<file path="config.mk">
export PLATFORM = sky130hd
export DESIGN_NAME = hazard_scoreboard
export DESIGN_NICKNAME = d
export VERILOG_FILES = /design/src/rtl/hazard_scoreboard.sv
export SDC_FILE = /design/constraint.sdc
export NUM_CORES = 1
export LEC_CHECK = 0
export ABC_AREA = 1
export CORE_ASPECT_RATIO = 0.8
export CORE_MARGIN = 1
export CORE_UTILIZATION = 57
export DETAILED_ROUTE_END_ITERATION = 10
export PLACE_DENSITY = 0.88
export SLEW_MARGIN = 20
export SYNTH_ARGS = -nofsm -noshare
export SYNTH_HDL_FRONTEND = slang
export SYNTH_SLANG_ARGS = --single-unit
</file>
<file path="constraint.sdc">
create_clock -name clk -period 3.4 [get_ports clk]
set_clock_uncertainty 0.15 [all_clocks]
set_input_delay 0.51 -clock clk [delete_from_list [all_inputs] [get_ports clk]]
set_output_delay 0.51 -clock clk [all_outputs]
set_load 0.005 [all_outputs]
</file>
<file path="src/rtl/hazard_scoreboard.sv">
// hazard_scoreboard
//   Per-register countdown scoreboard that resolves RAW and WAW hazards
//   against in-flight results of arbitrary latency (up to MAX_LAT). It also
//   owns branch-redirect flushing and back-end freeze for the IF/ID and
//   ID/EX pipeline registers.
//
//   Optional feature macro: HAZARD_PERF_CNT_EN
//     When defined, adds the 32-bit stall_cnt_o and flush_cnt_o
//     performance counters.
//
// Ports
//   clk, reset        pipeline clock, asynchronous active-high reset
//   id_valid_i        ID holds a real instruction
//   id_rs1_i/rs2_i    source register indices
//   id_use_rs1_i/rs2  instruction reads the corresponding source
//   id_rd_i, id_wr_i  destination index and write enable
//   id_lat_i          stall cycles a dependent consumer needs (clamped to MAX_LAT)
//   redirect_i        EX resolved a taken or mispredicted branch
//   backend_busy_i    MEM/EX cannot advance
//   if_id_stall_o     hold PC and IF_ID
//   if_id_flush_o     bubble IF_ID
//   id_ex_stall_o     hold ID_EX
//   id_ex_flush_o     bubble ID_EX
//   issue_o           ID instruction advances into EX this cycle
module hazard_scoreboard #(
  parameter int REG_AW  = 5,
  parameter int MAX_LAT = 7,
  parameter int CNT_W   = 3
) (
  input  logic              clk,
  input  logic              reset,
  input  logic              id_valid_i,
  input  logic [REG_AW-1:0] id_rs1_i,
  input  logic [REG_AW-1:0] id_rs2_i,
  input  logic              id_use_rs1_i,
  input  logic              id_use_rs2_i,
  input  logic [REG_AW-1:0] id_rd_i,
  input  logic              id_wr_i,
  input  logic [CNT_W-1:0]  id_lat_i,
  input  logic              redirect_i,
  input  logic              backend_busy_i,
`ifdef HAZARD_PERF_CNT_EN
  output logic [31:0]       stall_cnt_o,
  output logic [31:0]       flush_cnt_o,
`endif
  output logic              if_id_stall_o,
  output logic              if_id_flush_o,
  output logic              id_ex_stall_o,
  output logic              id_ex_flush_o,
  output logic              issue_o
);

  localparam int NREG = 1 << REG_AW;

  // Remaining cycles until each register's pending result is forwardable.
  logic [CNT_W-1:0] cnt [NREG];

  logic [CNT_W-1:0] lat_eff;
  logic             raw;
  logic             waw;
  logic             hz;
  logic             freeze;

  function automatic logic [CNT_W-1:0] clamp_lat(input logic [CNT_W-1:0] lat);
    return (lat > CNT_W'(MAX_LAT)) ? CNT_W'(MAX_LAT) : lat;
  endfunction

  function automatic logic [CNT_W-1:0] sat_dec(input logic [CNT_W-1:0] v);
    return (v == '0) ? '0 : v - 1'b1;
  endfunction

  assign lat_eff = clamp_lat(id_lat_i);

  // Index 0 is hardwired to zero, so lookups of x0 never report a hazard.
  assign raw = id_valid_i &
               ((id_use_rs1_i & (cnt[id_rs1_i] != '0)) |
                (id_use_rs2_i & (cnt[id_rs2_i] != '0)));

  // A younger write must not land before an older one still in flight.
  assign waw = id_valid_i & id_wr_i & (id_rd_i != '0) & (cnt[id_rd_i] > lat_eff);

  assign hz = raw | waw;

  // Redirect outranks busy: the branch is resolved, so counters keep draining.
  assign freeze = backend_busy_i & ~redirect_i;

  always_comb begin
    if_id_stall_o = 1'b0;
    if_id_flush_o = 1'b0;
    id_ex_stall_o = 1'b0;
    id_ex_flush_o = 1'b0;
    issue_o       = 1'b0;
    if (redirect_i) begin
      if_id_flush_o = 1'b1;
      id_ex_flush_o = 1'b1;
    end else if (backend_busy_i) begin
      if_id_stall_o = 1'b1;
      id_ex_stall_o = 1'b1;
    end else if (hz) begin
      if_id_stall_o = 1'b1;
      id_ex_flush_o = 1'b1;
    end else begin
      issue_o = id_valid_i;
    end
  end

  always_ff @(posedge clk or posedge reset) begin
    if (reset) begin
      for (int r = 0; r < NREG; r++) cnt[r] <= '0;
    end else if (!freeze) begin
      cnt[0] <= '0;
      for (int r = 1; r < NREG; r++) begin
        if (issue_o && id_wr_i && (id_rd_i == REG_AW'(r)))
          cnt[r] <= lat_eff;
        else
          cnt[r] <= sat_dec(cnt[r]);
      end
    end
  end

`ifdef HAZARD_PERF_CNT_EN
  always_ff @(posedge clk or posedge reset) begin
    if (reset) begin
      stall_cnt_o <= '0;
      flush_cnt_o <= '0;
    end else begin
      if (hz && !redirect_i && !backend_busy_i) stall_cnt_o <= stall_cnt_o + 32'd1;
      if (redirect_i)                           flush_cnt_o <= flush_cnt_o + 32'd1;
    end
  end
`endif

endmodule

</file>
# Word level (Yosys, flattened, before mapping)

Cells that the tools add are included.

Bits of input ports: 26
Flip-flop bits (word level): 93
Logic and storage cells: 260

Bitwise operators: 13
Order comparisons: 5
Reduce and logical (&&, ||, !) cells: 66
Muxes and demuxes: 83
$add $sub $neg: 31
Eq/ne operators: 31

Operator list:

| cell                                                 | number |
|---|---|
| 2-to-1 mux 3 bit                                     | 69 |
| logical NOT 3 bit                                    | 31 |
| subtractor 3 x 1 -> 3 bit, second input constant     | 31 |
| equality test 5 bit, second input constant           | 16 |
| binary-select mux 3 bit (select 5 bit)               | 3 |
| equality test 5 x 4 -> 1 bit, second input constant  | 8 |
| logical AND 1 bit                                    | 32 |
| equality test 5 x 3 -> 1 bit, second input constant  | 4 |
| >= comparator 6 bit, second input constant           | 3 |
| NOT 5 -> 6 bit                                       | 3 |
| 2-to-1 mux 1 bit                                     | 11 |
| equality test 5 x 2 -> 1 bit, second input constant  | 2 |
| bitwise AND 1 bit                                    | 7 |
| nonzero test 3 bit                                   | 2 |
| equality test 5 x 1 -> 1 bit, second input constant  | 1 |
| nonzero test 5 bit                                   | 1 |
| greater-than comparator 3 bit                        | 1 |
| greater-than comparator 3 bit, second input constant | 1 |
| OR 1 bit                                             | 2 |
| NOT 1 bit                                            | 1 |

# Depth between registers and ports, before layout

Word-level depth: 15
Mapped depth: 22
Gate-level depth less buffers: 19

# Worst setup path before layout

Ideal clock, no wire load.

Path kind: input-to-reg
From: input port id_rd_i[1]
To: register cnt[47] (netlist bit)
Stages on the path: 21
Setup time: 0.118 ns
Setup slack: -0.183 ns
Arrival time: 3.315 ns
Cells stage by stage: clkbuf_1 > inv_1 > nand2_1 > clkbuf_1 > buf_1 > o22ai_1 > o21ai_0 > nand4_1 > nor2_1 > a41oi_1 > ha_1 > a21oi_1 > o21ai_0 > nand2_1 > nand4_2 > nor2_2 > buf_6 > buf_6 > nand3_1 > nand3_1 > nand2_1

Word-level cells in the longest chain between the ends: 13
Elaborated cells on any way between the ends: 16

RTL lines:

| item                                                 | RTL line | text |
|---|---|---|
| start, declared                                      | 37       | `input logic [REG_AW-1:0] id_rd_i,` |
| NOT 5 -> 6 bit (not written as such)                 | 80       | `assign waw = id_valid_i & id_wr_i & (id_rd_i != '0) & (cnt[id_rd_i] > lat_eff);` |
| binary-select mux 3 bit (select 5 bit)               | 80       |  |
| 2-to-1 mux 3 bit (not written as such) (2 in series) | 80       |  |
| greater-than comparator 3 bit                        | 80       |  |
| bitwise AND 1 bit                                    | 80       |  |
| OR 1 bit                                             | 82       | `assign hz = raw \| waw;` |
| 2-to-1 mux 1 bit                                     | 99       | `end else if (hz) begin` |
| 2-to-1 mux 1 bit                                     | 96       | `end else if (backend_busy_i) begin` |
| 2-to-1 mux 1 bit                                     | 93       | `if (redirect_i) begin` |
| logical AND 1 bit                                    | 113      | `if (issue_o && id_wr_i && (id_rd_i == REG_AW'(r)))` |
| logical AND 1 bit (*)                                | 113      |  |
| 2-to-1 mux 3 bit (*)                                 | 113      |  |
| end signal, assigned by index                        | 114      | `cnt[r] <= lat_eff;` |
| end signal, assigned by index                        | 116      | `cnt[r] <= sat_dec(cnt[r]);` |
| end, declared                                        | 56       | `logic [CNT_W-1:0] cnt [NREG];` |

Every way passes the cells marked *; elsewhere a longest branch is shown, timed or not. The select of a mux whose other input is x is not followed.
A chain may end at the register's enable or synchronous reset.

# Worst setup path after layout

From: input port id_rd_i[1]
To: output port id_ex_flush_o

Word-level cells in the longest chain between the ends: 10
Elaborated cells on any way between the ends: 12

RTL lines:

| item                                                 | RTL line | text |
|---|---|---|
| NOT 5 -> 6 bit (not written as such)                 | 80       |  |
| binary-select mux 3 bit (select 5 bit)               | 80       |  |
| 2-to-1 mux 3 bit (not written as such) (2 in series) | 80       |  |
| greater-than comparator 3 bit                        | 80       |  |
| bitwise AND 1 bit (*)                                | 80       |  |
| OR 1 bit (*)                                         | 82       |  |
| 2-to-1 mux 1 bit (*)                                 | 99       |  |
| 2-to-1 mux 1 bit (*)                                 | 96       |  |
| 2-to-1 mux 1 bit (*)                                 | 93       |  |
| end, declared                                        | 49       | `output logic id_ex_flush_o,` |

Marked as above.

==> flow_metrics.env <==
export IMPL_final_antenna_net_count=0
export IMPL_routabilityCongestion=1.033
export IMPL_rsz0062_at_grt="true"
export IMPL_grt_pass1_vias=9410
export IMPL_synth_fa_ha_area_share_pct=9.444
export IMPL_die_h_um=111.9
export IMPL_ys_ff_latch=93
export IMPL_hold_class="flop to flop"
export IMPL_wl_met2_um=14040
export IMPL_synth_ff_type="dfrtp_1"
export IMPL_ys_types=34
export IMPL_die_x_um=139.4
export IMPL_cts_root_buf="clkbuf_16"
export IMPL_finalNetCount=1575
export IMPL_yosys_area_share_simple_pct=44.28
export IMPL_cts_sinks=93
export IMPL_postSynthCellCount=1380
export IMPL_p_leak_nw=5.790
export IMPL_regMostFlops="cnt"
export IMPL_finalHoldViolations=0
export IMPL_port_buffers=30
export IMPL_grt_max_degree=54
export IMPL_whs_ps=371.0
export IMPL_synthMuxAreaShare_pct=0
export IMPL_synth_area_leaders="dfrtp_1 (27%), nand2_1 (19%), nand3_1 (14%)"
export IMPL_ys_warn_count=0
export IMPL_synth_xor_area_share_pct=0
export IMPL_drtIter0Drc=1490
export IMPL_die_area_um2=15610
export IMPL_maxCapViolCount=0
export IMPL_powerDensity_nw_per_um2=417.5
export IMPL_synth_top_cell_area_share_pct=27.02
export IMPL_rows=39
export IMPL_synth_edf_count=0
export IMPL_met1_length_um=12820
export IMPL_largest_register_ffs=93
export IMPL_worstSkewPairLatency_ps=370
export IMPL_wl_per_cell_um=19.71
export IMPL_start_util_pct=59.42
export IMPL_slew_violations=0
export IMPL_finalCriticalPeriod_ps=3368
export IMPL_cp_arrival_ps=2710
export IMPL_critPathCaptureType="primary output"
export IMPL_ff2ff_setup_slack_ps=120
export IMPL_max_vdd_ir_drop_mv=0.2424
export IMPL_ys_top_cells_by_count="nand2_1 (427), nand3_1 (239), inv_1 (149)"
export IMPL_cts_tree="done"
export IMPL_antenna_found_initial=0
export IMPL_num_vias=10330
export IMPL_cts_htree_levels=3
export IMPL_synth_compound_area_share_pct=8.136
export IMPL_largestRegisters="cnt: 93 flops"
export IMPL_drc=0
export IMPL_diodes=0
export IMPL_fmax_ghz=0.2969
export IMPL_fin_util_pct=72.64
export IMPL_yosys_area_top_type="dfrtp_1"
export IMPL_clk_pin_slew_ps=70
export IMPL_gr_total_overflow=0
export IMPL_dr_wl_met3_um=4505
export IMPL_min_period_over_period_pct=99.07
export IMPL_status="complete, no violations"
export IMPL_seq_area_frac_synth_pct=27.02
export IMPL_synth_area_um2=8612
export IMPL_drive_gt1_share_pct=16.86
export IMPL_finalSetupViolCount=0
export IMPL_critPathMaxFanout=12
export IMPL_synthArstFlopShare_pct=100.0
export IMPL_worstMarginPinSlew_ps=798.0
export IMPL_grt_pass1_wl_um=49950
export IMPL_synth_nets=1471
export IMPL_numCtsBuffers=9
export IMPL_relSlewSlack_pct=46.80
export IMPL_path_class="primary input to primary output"
export IMPL_drt_pass1_iter_count=9
export IMPL_required_ps=2740
export IMPL_synth_area_per_cell_um2=6.241
export IMPL_ios=31
export IMPL_grt_util_all_layers_pct=41.23
export IMPL_synth_most_common_cell="nand2_1"
export IMPL_critPathLaunchType="primary input"
export IMPL_highest_layer="met4"
export IMPL_syn2layout_area_growth_pct=22.24
export IMPL_core_area_um2=14490
export IMPL_synth_top_family_by_area="simple AND/OR/NAND/NOR gates"
export IMPL_via_per_inst=6.177
export IMPL_cts_buffer_depth=2
export IMPL_ctsHoldBuffers=0
export IMPL_totalWireLength_um=32980
export IMPL_dp_hpwl_um=22250
## worst max-delay path, stage by stage
cell and delay [ps]:
buf_12 120, nand2_2 130, buf_8 160, o22ai_1 100
o21ai_1 180, nand4_1 130, nor2_1 130, a41oi_2 50
ha_1 350, nand3_2 90, nand3_2 60, a31oi_2 160
nand2_2 110, buf_6 130, a31oi_1 150, buf_2 130
## kinds of logic after synthesis
family                     after synthesis
adders and majority gates               65
DFF                                     93
and+or+nand+nor                        870
AOI/OAI and AO/OA                      123
buffers and inverters                  229
## layout by cell type, fill, tap and decap left out, drive strengths merged, types with 2 or more instances in the layout
cell type      Yosys  routed
o21ai             38      38
nand2            429     429
a21oi             44      44
ha                65      65
nor2             106     106
clkbuf            47      16
a221oi             2       2
clkinv             4       8
nand3            239     239
o221ai             2       2
dfrtp             93      93
o2111ai            2       2
nand4             38      38
o22ai             21      21
nor3              26      26
or2               31      31
a31oi              3       3
inv              153     153
dlymetal6s2s       0       2
a22oi              6       6
buf               25     135
o211ai             2       2
clkdlybuf4s50      0      20
## final cells by class
type	instances	area [µm²]
well taps	184	230.2
flip-flops and latches	93	2328
clock buffers	12	266.5
fillers	1164	3965
inverters	157	606.8
repair inverters	2	13.76
repair buffers	163	1508
multi-input cells	1058	5519
clock inverters	4	55.05
## path summary, 6_finish.rpt
check	start	endpoint	depth (start not counted)
max reg2reg	cnt[14]$_DFFE_PP0N_	cnt[51]$_DFFE_PP0N_	19
max in group asynchronous	reset	cnt[81]$_DFFE_PP0N_	3
min in group asynchronous	reset	cnt[84]$_DFFE_PP0N_	2
min	cnt[59]$_DFFE_PP0N_	cnt[59]$_DFFE_PP0N_	2
min reg2reg	cnt[59]$_DFFE_PP0N_	cnt[59]$_DFFE_PP0N_	2
max	id_rd_i[1]	id_ex_flush_o	16
## per-layer routing
layer | vias up | GRT usage (%)
met5 | - | 0
met4 | 0 | 20.81
li1 | 4689 | -
met3 | 174 | 10.58
met2 | 797 | 62.48
met1 | 4674 | 54.45
## metrics by stage
step / setup WS, ps / power [W] / instance area, µm² / instances / setup TNS (ps)
3_5_place_dp: -926.4 / 0.003106 / 9758 / 1640 / -69390
2_1_floorplan: 10.46 / 0.002534 / 8622 / 1380 / 0
4_1_cts: -7.575 / 0.004259 / 10230 / 1663 / -7.575
5_1_grt: -82.56 / 0.004615 / 10530 / 1673 / -391.7
6_report: 31.67 / 0.004396 / 10530 / 1673 / 0
3_3_place_gp: -859.7 / 0.003048 / 9758 / 1640 / -60800
## repair_timing
| item | in CTS | in global routing |
|---|---|---|
| endpoints found under the setup margin | 96 | 96 |
| cloned | 2 | 4 |
| pin swaps | 13 | 19 |
| resized for setup | 69 | 49 |
| buffers inserted | 5 | 7 |
## where the power goes
group	internal (W)	total (W)	switching, W
Clock	0.000634	0.00112	0.000487
Combinational	0.000630	0.00173	0.00110
Sequential	0.00128	0.00154	0.000267
Total	0.00254	0.00440	0.00185
No activity file was read; power rests on OpenSTA's default activity.
